$ cat src/rtl/ball_kinematics.sv
`default_nettype none
// ============================================================================
// Module   : ball_kinematics
// Desc     : Per-ball fixed-point 2-D motion integrator. Position advances by
//            velocity on each frame strobe while MOVING, friction shrinks the
//            velocity magnitude every FRICTION_PERIOD frames, velocity loads
//            saturate to +/-VEL_LIMIT, and position loads clear the fraction.
// Config   : define BALL_WALL_BOUNCE_EN to reflect the ball off the table
//            bounds (X_MIN..X_MAX, Y_MIN..Y_MAX) and pulse wallHit; without
//            it positions simply wrap and wallHit stays 0.
// Revision : 1.0 - initial release
// ============================================================================
module ball_kinematics #(
  parameter int FRAC_BITS       = 6,
  parameter int POS_W           = 11,
  parameter int VEL_W           = 11,
  parameter int VEL_LIMIT       = 200,
  parameter int FRICTION_PERIOD = 5,
  parameter int FRICTION_STEP   = 1,
  parameter int INIT_X_POS      = 0,
  parameter int INIT_Y_POS      = 0,
  parameter int INIT_X_VEL      = 0,
  parameter int INIT_Y_VEL      = 0,
  parameter int X_MIN           = 0,
  parameter int X_MAX           = 639,
  parameter int Y_MIN           = 0,
  parameter int Y_MAX           = 479
) (
  input  logic                    clk,
  input  logic                    reset,
  input  logic                    startOfFrame,
  input  logic                    velWrEn,
  input  logic signed [VEL_W-1:0] inVelX,
  input  logic signed [VEL_W-1:0] inVelY,
  input  logic                    posWrEn,
  input  logic [POS_W-1:0]        inPosX,
  input  logic [POS_W-1:0]        inPosY,
  output logic [POS_W-1:0]        topLeftPosX,
  output logic [POS_W-1:0]        topLeftPosY,
  output logic signed [VEL_W-1:0] outVelX,
  output logic signed [VEL_W-1:0] outVelY,
  output logic                    ballStopped,
  output logic                    frameDone,
  output logic                    wallHit
);

  // Internal position: sign bit + integer pixels + fraction.
  localparam int PW    = POS_W + FRAC_BITS + 1;
  localparam int CNT_W = (FRICTION_PERIOD > 1) ? $clog2(FRICTION_PERIOD) : 1;

  localparam logic [CNT_W-1:0]        CNT_LAST = CNT_W'(FRICTION_PERIOD - 1);
  localparam logic signed [VEL_W-1:0] VEL_LIM  = VEL_W'(VEL_LIMIT);
  localparam logic signed [VEL_W-1:0] FR_STEP  = VEL_W'(FRICTION_STEP);
  localparam logic signed [PW-1:0]    INIT_PX  = PW'(INIT_X_POS * (2 ** FRAC_BITS));
  localparam logic signed [PW-1:0]    INIT_PY  = PW'(INIT_Y_POS * (2 ** FRAC_BITS));
  localparam logic signed [VEL_W-1:0] INIT_VX  = VEL_W'(INIT_X_VEL);
  localparam logic signed [VEL_W-1:0] INIT_VY  = VEL_W'(INIT_Y_VEL);

  typedef enum logic [0:0] {
    ST_STOPPED = 1'b0,
    ST_MOVING  = 1'b1
  } state_t;

  localparam state_t INIT_STATE =
    ((INIT_X_VEL != 0) || (INIT_Y_VEL != 0)) ? ST_MOVING : ST_STOPPED;

`ifdef BALL_WALL_BOUNCE_EN
  // Fixed-point bounds; *_HI_EDGE is the first position whose integer part
  // exceeds the maximum pixel.
  localparam logic signed [PW-1:0] X_LO      = PW'(X_MIN * (2 ** FRAC_BITS));
  localparam logic signed [PW-1:0] X_HI      = PW'(X_MAX * (2 ** FRAC_BITS));
  localparam logic signed [PW-1:0] X_HI_EDGE = PW'((X_MAX + 1) * (2 ** FRAC_BITS));
  localparam logic signed [PW-1:0] Y_LO      = PW'(Y_MIN * (2 ** FRAC_BITS));
  localparam logic signed [PW-1:0] Y_HI      = PW'(Y_MAX * (2 ** FRAC_BITS));
  localparam logic signed [PW-1:0] Y_HI_EDGE = PW'((Y_MAX + 1) * (2 ** FRAC_BITS));
`else
  // Table bounds only matter for the bounce feature.
  logic unused_bounds;
  assign unused_bounds = ((X_MIN + X_MAX + Y_MIN + Y_MAX) != 0);
`endif

  state_t                  state, state_nxt;
  logic signed [PW-1:0]    pos_x, pos_y, pos_x_nxt, pos_y_nxt;
  logic signed [PW-1:0]    sum_x, sum_y;
  logic signed [VEL_W-1:0] vel_x, vel_y, vel_x_nxt, vel_y_nxt;
  logic signed [VEL_W-1:0] sat_x, sat_y, fric_x, fric_y;
  logic [CNT_W-1:0]        fric_cnt, fric_cnt_nxt;
  logic                    done_q, done_nxt, hit_q, hit_nxt;
  logic                    frame_upd, fric_wrap;

  function automatic logic signed [VEL_W-1:0] sat_vel(input logic signed [VEL_W-1:0] v);
    if (v > VEL_LIM)       return VEL_LIM;
    else if (v < -VEL_LIM) return -VEL_LIM;
    else                   return v;
  endfunction

  // Magnitude reduction toward zero; never flips the sign.
  function automatic logic signed [VEL_W-1:0] friction(input logic signed [VEL_W-1:0] v);
    if (v > FR_STEP)       return v - FR_STEP;
    else if (v < -FR_STEP) return v + FR_STEP;
    else                   return '0;
  endfunction

  function automatic logic signed [PW-1:0] ext_vel(input logic signed [VEL_W-1:0] v);
    return {{(PW-VEL_W){v[VEL_W-1]}}, v};
  endfunction

  // Next-state computation: velocity load, frame update, bounce, position load.
  always_comb begin
    sat_x        = sat_vel(inVelX);
    sat_y        = sat_vel(inVelY);
    sum_x        = pos_x + ext_vel(vel_x);
    sum_y        = pos_y + ext_vel(vel_y);
    fric_wrap    = (fric_cnt == CNT_LAST);
    fric_x       = fric_wrap ? friction(vel_x) : vel_x;
    fric_y       = fric_wrap ? friction(vel_y) : vel_y;
    frame_upd    = (state == ST_MOVING) && startOfFrame && !velWrEn;

    state_nxt    = state;
    pos_x_nxt    = pos_x;
    pos_y_nxt    = pos_y;
    vel_x_nxt    = vel_x;
    vel_y_nxt    = vel_y;
    fric_cnt_nxt = fric_cnt;
    done_nxt     = 1'b0;
    hit_nxt      = 1'b0;

    if (velWrEn) begin
      vel_x_nxt = sat_x;
      vel_y_nxt = sat_y;
      if ((sat_x != '0) || (sat_y != '0)) begin
        state_nxt    = ST_MOVING;
        fric_cnt_nxt = '0;
      end else begin
        state_nxt    = ST_STOPPED;
      end
    end else if (frame_upd) begin
      fric_cnt_nxt = fric_wrap ? '0 : fric_cnt + CNT_W'(1);
      vel_x_nxt    = fric_x;
      vel_y_nxt    = fric_y;
      pos_x_nxt    = sum_x;
      pos_y_nxt    = sum_y;
`ifdef BALL_WALL_BOUNCE_EN
      // Reflection only follows a real position add, so a same-cycle
      // position load suppresses it.
      if (!posWrEn) begin
        if (sum_x < X_LO) begin
          pos_x_nxt = X_LO + X_LO - sum_x;
          vel_x_nxt = -fric_x;
          hit_nxt   = 1'b1;
        end else if (sum_x >= X_HI_EDGE) begin
          pos_x_nxt = X_HI + X_HI - sum_x;
          vel_x_nxt = -fric_x;
          hit_nxt   = 1'b1;
        end
        if (sum_y < Y_LO) begin
          pos_y_nxt = Y_LO + Y_LO - sum_y;
          vel_y_nxt = -fric_y;
          hit_nxt   = 1'b1;
        end else if (sum_y >= Y_HI_EDGE) begin
          pos_y_nxt = Y_HI + Y_HI - sum_y;
          vel_y_nxt = -fric_y;
          hit_nxt   = 1'b1;
        end
      end
`endif
      done_nxt = 1'b1;
      if ((fric_x == '0) && (fric_y == '0)) state_nxt = ST_STOPPED;
    end

    if (posWrEn) begin
      pos_x_nxt = {1'b0, inPosX, {FRAC_BITS{1'b0}}};
      pos_y_nxt = {1'b0, inPosY, {FRAC_BITS{1'b0}}};
    end
  end

  // State, position, velocity, friction counter and pulse registers.
  always_ff @(posedge clk or posedge reset) begin
    if (reset) begin
      state    <= INIT_STATE;
      pos_x    <= INIT_PX;
      pos_y    <= INIT_PY;
      vel_x    <= INIT_VX;
      vel_y    <= INIT_VY;
      fric_cnt <= '0;
      done_q   <= 1'b0;
      hit_q    <= 1'b0;
    end else begin
      state    <= state_nxt;
      pos_x    <= pos_x_nxt;
      pos_y    <= pos_y_nxt;
      vel_x    <= vel_x_nxt;
      vel_y    <= vel_y_nxt;
      fric_cnt <= fric_cnt_nxt;
      done_q   <= done_nxt;
      hit_q    <= hit_nxt;
    end
  end

  assign topLeftPosX = pos_x[FRAC_BITS +: POS_W];
  assign topLeftPosY = pos_y[FRAC_BITS +: POS_W];
  assign outVelX     = vel_x;
  assign outVelY     = vel_y;
  assign ballStopped = (state == ST_STOPPED);
  assign frameDone   = done_q;
  assign wallHit     = hit_q;

endmodule
`default_nettype wire
$ cat config.mk
export PLATFORM = sky130hd
export DESIGN_NAME = ball_kinematics
export DESIGN_NICKNAME = d
export VERILOG_FILES = /design/src/rtl/ball_kinematics.sv
export SDC_FILE = /design/constraint.sdc
export NUM_CORES = 1
export LEC_CHECK = 0
export CORE_MARGIN = 2
export CORE_UTILIZATION = 51
export CTS_BUF_LIST = sky130_fd_sc_hd__clkbuf_8
export DETAILED_ROUTE_END_ITERATION = 12
export GPL_TIMING_DRIVEN = 0
export PLACE_DENSITY_LB_ADDON = 0.15
export SETUP_SLACK_MARGIN = 0.05
export SYNTH_ARGS = -nofsm -noshare
export SYNTH_HDL_FRONTEND = slang
export SYNTH_SLANG_ARGS = --single-unit
$ cat constraint.sdc
create_clock -name clk -period 3 [get_ports clk]
set_input_delay 0.3 -clock clk [delete_from_list [all_inputs] [get_ports clk]]
set_output_delay 0.3 -clock clk [all_outputs]
set_load 0.005 [all_outputs]
==> results.json <==
{
  "ant_nets": 0,
  "worstSetupStartpointType": "register",
  "syn_to_final_growth_pct": 25.8,
  "cp-end-kind": "register",
  "drive_gt1_frac": 0.125,
  "antenna_found_initial": 0,
  "wirelength_um": 18800,
  "die_w_um": 111,
  "yosys-top-cells-area": "dfrtp_1 (26%), ha_1 (9.0%), o21ai_0 (5.5%)",
  "slew_violations": 0,
  "die-area_mm2": 0.0123,
  "p_leak_nw": 3.04,
  "cts_inserted_buffers": 9,
  "routedWlPerCell_um": 18.7,
  "place_congestion": 0.962,
  "cts_buffer_depth": 2,
  "timing.final.crit_share": 0.947,
  "grt_max_degree": 40,
  "cts_hold_buffers": 0,
  "grt_pass1_wl_um": 29400,
  "grt_usage": 0.293,
  "path_max_fanout": 10,
  "slew_headroom": 0.517,
  "dieHeight_um": 111,
  "synthDistinctLibCells": 78,
  "synth_top_area_share": 0.261,
  "io_pins": 96,
  "reg2reg_depth": 9,
  "cellPowerDensity_mw_per_mm2": 439,
  "dp_hpwl_um": 13900,
  "num_vias": 6262,
  "syn-instance-count": 749,
  "rsz0062_at_grt": "no",
  "peakVddDrop_mv": 0.262,
  "fin_nets": 953,
  "antennaDiodeCount": 0,
  "viasPerCell": 6.21,
  "r2r_start": "outVelY[2]",
  "synth-seq-cells": 61,
  "avgSynthCellArea_um2": 7.80,
  "synth_flop_cell": "dfrtp_1",
  "setup-violations-final": 0,
  "synth-seq-area-share": 0.261,
  "rr_endpoint": "state",
  "drv_cap": 0,
  "first_pass_iters": 5,
  "core_mm2": 0.0113,
  "synth_largest_area_cell": "dfrtp_1",
  "port_buffers": 94,
  "regToRegSetupSlack_ns": 0.16,
  "crit_required_ns": 3.23,
  "fmax_mhz": 352,
  "synth_edf_count": 0,
  "tightest_slew_ns": 0.719,
  "arrival_ns": 3.07,
  "clock_sinks": 61,
  "layout_min_cycle_time_ns": 2.84,
  "ys_warn_count": 0,
  "layout.filler_cells": 1025,
  "postSynth.asyncResetShare": 1.00,
  "final_core_util": 0.650,
  "cts_root_buffer": "clkbuf_8",
  "path_clk_slew_ns": 0.08,
  "hold_ws_ns": 0.305,
  "critPathKind": "register to register",
  "grt-ovfl-total": 0,
  "drt_iter0_drc": 569,
  "hold_viol_final": 0,
  "synth_nets": 842,
  "clk_latency_ns": 0.37,
  "row_count": 39,
  "start_util": 0.516,
  "cts.htree.levels": 3,
  "outcome": "finished clean",
  "fin_skew_ns": 0.0142,
  "setup.worst_path.end": "state",
  "grt_pass1_vias": 5911,
  "synth.cell_area_mm2": 0.00585,
  "min_path_type": "primary input to async pin",
  "startpoint": "outVelY[2]",
  "cts_tree": "yes",
  "drcViolationCount": 0
}
==> cells in the mapped netlist (3+ instances only) <==
cell type	n
ha_1	42
a211o_1	5
a31oi_1	13
a21oi_1	63
a221o_1	4
o31ai_1	12
mux2_2	3
nand2_1	64
nor4_1	7
o22ai_1	3
buf_2	8
nand3_1	26
a211oi_1	13
clkbuf_1	27
or2_2	4
o21a_1	8
xor2_1	11
a22oi_1	5
nor2b_1	6
o211ai_1	9
or4_1	4
a21o_1	7
dfrtp_1	61
nand2b_1	3
o21bai_1	5
xnor2_1	15
nor2_1	78
o21ai_0	64
and2_1	5
or3_1	5
o221ai_1	5
inv_1	31
buf_4	28
and3_1	6
nor3_1	25
o31a_1	3
a31o_2	3
nand4_1	8
mux2i_1	10
==> cells by family (layout without fill, tap and decap cells) <==
family	after synthesis	after routing	synth area share
and+or+nand+nor	259	259	0.218
AOI/OAI and AO/OA	249	249	0.278
buffers and inverters	96	212	0.0839
DFF	61	61	0.261
adders and majority gates	44	44	0.0967
xor gates and xnor gates	26	26	0.0390
muxes	13	13	0.0229
other	1	1	0.000642
==> state kept, by name, summed over array words and instances, names as in the netlist <==
signal / flops
pos_y: 17
outVelX: 11
pos_x: 17
frameDone: 1
state: 1
fric_cnt: 3
outVelY: 11
==> cells in the final DEF (no fill, tap or decap), types with 10 or more instances in the layout <==
| cell | instances |
|---|---|
| nand2_1 | 64 |
| xor2_1 | 11 |
| inv_1 | 32 |
| a31oi_1 | 12 |
| dfrtp_1 | 54 |
| ha_1 | 40 |
| o31ai_1 | 10 |
| nor3_1 | 24 |
| nor2_1 | 78 |
| mux2i_1 | 10 |
| buf_4 | 33 |
| clkdlybuf4s50_1 | 94 |
| a21oi_1 | 63 |
| xnor2_1 | 15 |
| o21ai_0 | 63 |
| clkbuf_1 | 24 |
| clkbuf_8 | 10 |
| nand3_1 | 26 |
==> per-stage QoR <==
step	std cells	TNS [ns]	instance area (um2)	setup WS (ns)	power (mW)
5_1_grt	1008	0	7350	0.0249	3.40
3_5_place_dp	987	-0.508	6990	-0.331	2.39
6_report	1008	0	7350	0.159	3.23
3_3_place_gp	986	-5.71	6970	-0.261	2.34
2_1_floorplan	749	0	5850	0.119	1.91
4_1_cts	1004	0	7210	0.000781	3.16
==> metal layers <==
metal	vias up	share of wire	global-route usage	wire, um
li1	2950	-	-	-
met1	2973	0.42	0.368	7970
met2	282	0.48	0.492	8990
met3	57	0.066	0.0580	1240
met4	0	0.035	0.128	656
met5	-	0	0	0
==> cell type report <==
class                      count  area, um2  share of cell area
clock inverter                 6       55.1             0.00749
clock buffer                  10        138              0.0187
tap                          143        179              0.0243
multi-input combinational    592       3940               0.535
inverter                      31        116              0.0158
buffer                        64        378              0.0514
timing repair buffer         101       1020               0.138
sequential                    61       1540               0.209
==> report_power, final <==
part	switching, mW	leakage, nW	total, mW	internal [mW]
registers	0.129	0.755	1.04	0.906
clock network	0.371	0.105	0.769	0.398
logic	0.749	2.18	1.42	0.675
==> worst max-delay path, stage by stage, from the launching register on <==
cell and delay (ns):
dfrtp_1 0.46, clkbuf_4 0.27, nand4_4 0.18, o31ai_2 0.47, nor2_1 0.12, o21ai_0 0.22
o21ai_0 0.19, nor4_1 0.40, nor4b_1 0.29, o31ai_1 0.10
==> worst min path at each step <==
stage                      startpoint           to  slack, ns  cells past startpoint
after floorplan             inPosY[5]    pos_y[11]       0.42                      1
after global placement    fric_cnt[0]  fric_cnt[0]       0.50                      1
after detailed placement     pos_x[4]     pos_x[4]       0.52                      2
after CTS                       reset    pos_x[14]       0.33                      2
after global routing            reset    pos_y[16]       0.36                      2
final                           reset    pos_x[14]       0.31                      2
==> repair_timing <==
item | in CTS | in global routing
setup buffers | 1 | 5
cloned | 0 | 0
endpoints found under the setup margin | 5 | 9
pin swaps | 1 | 5
gates resized for setup | 8 | 23
hold endpoints to repair | 0 | 0
(Power assumes the default switching activity.)
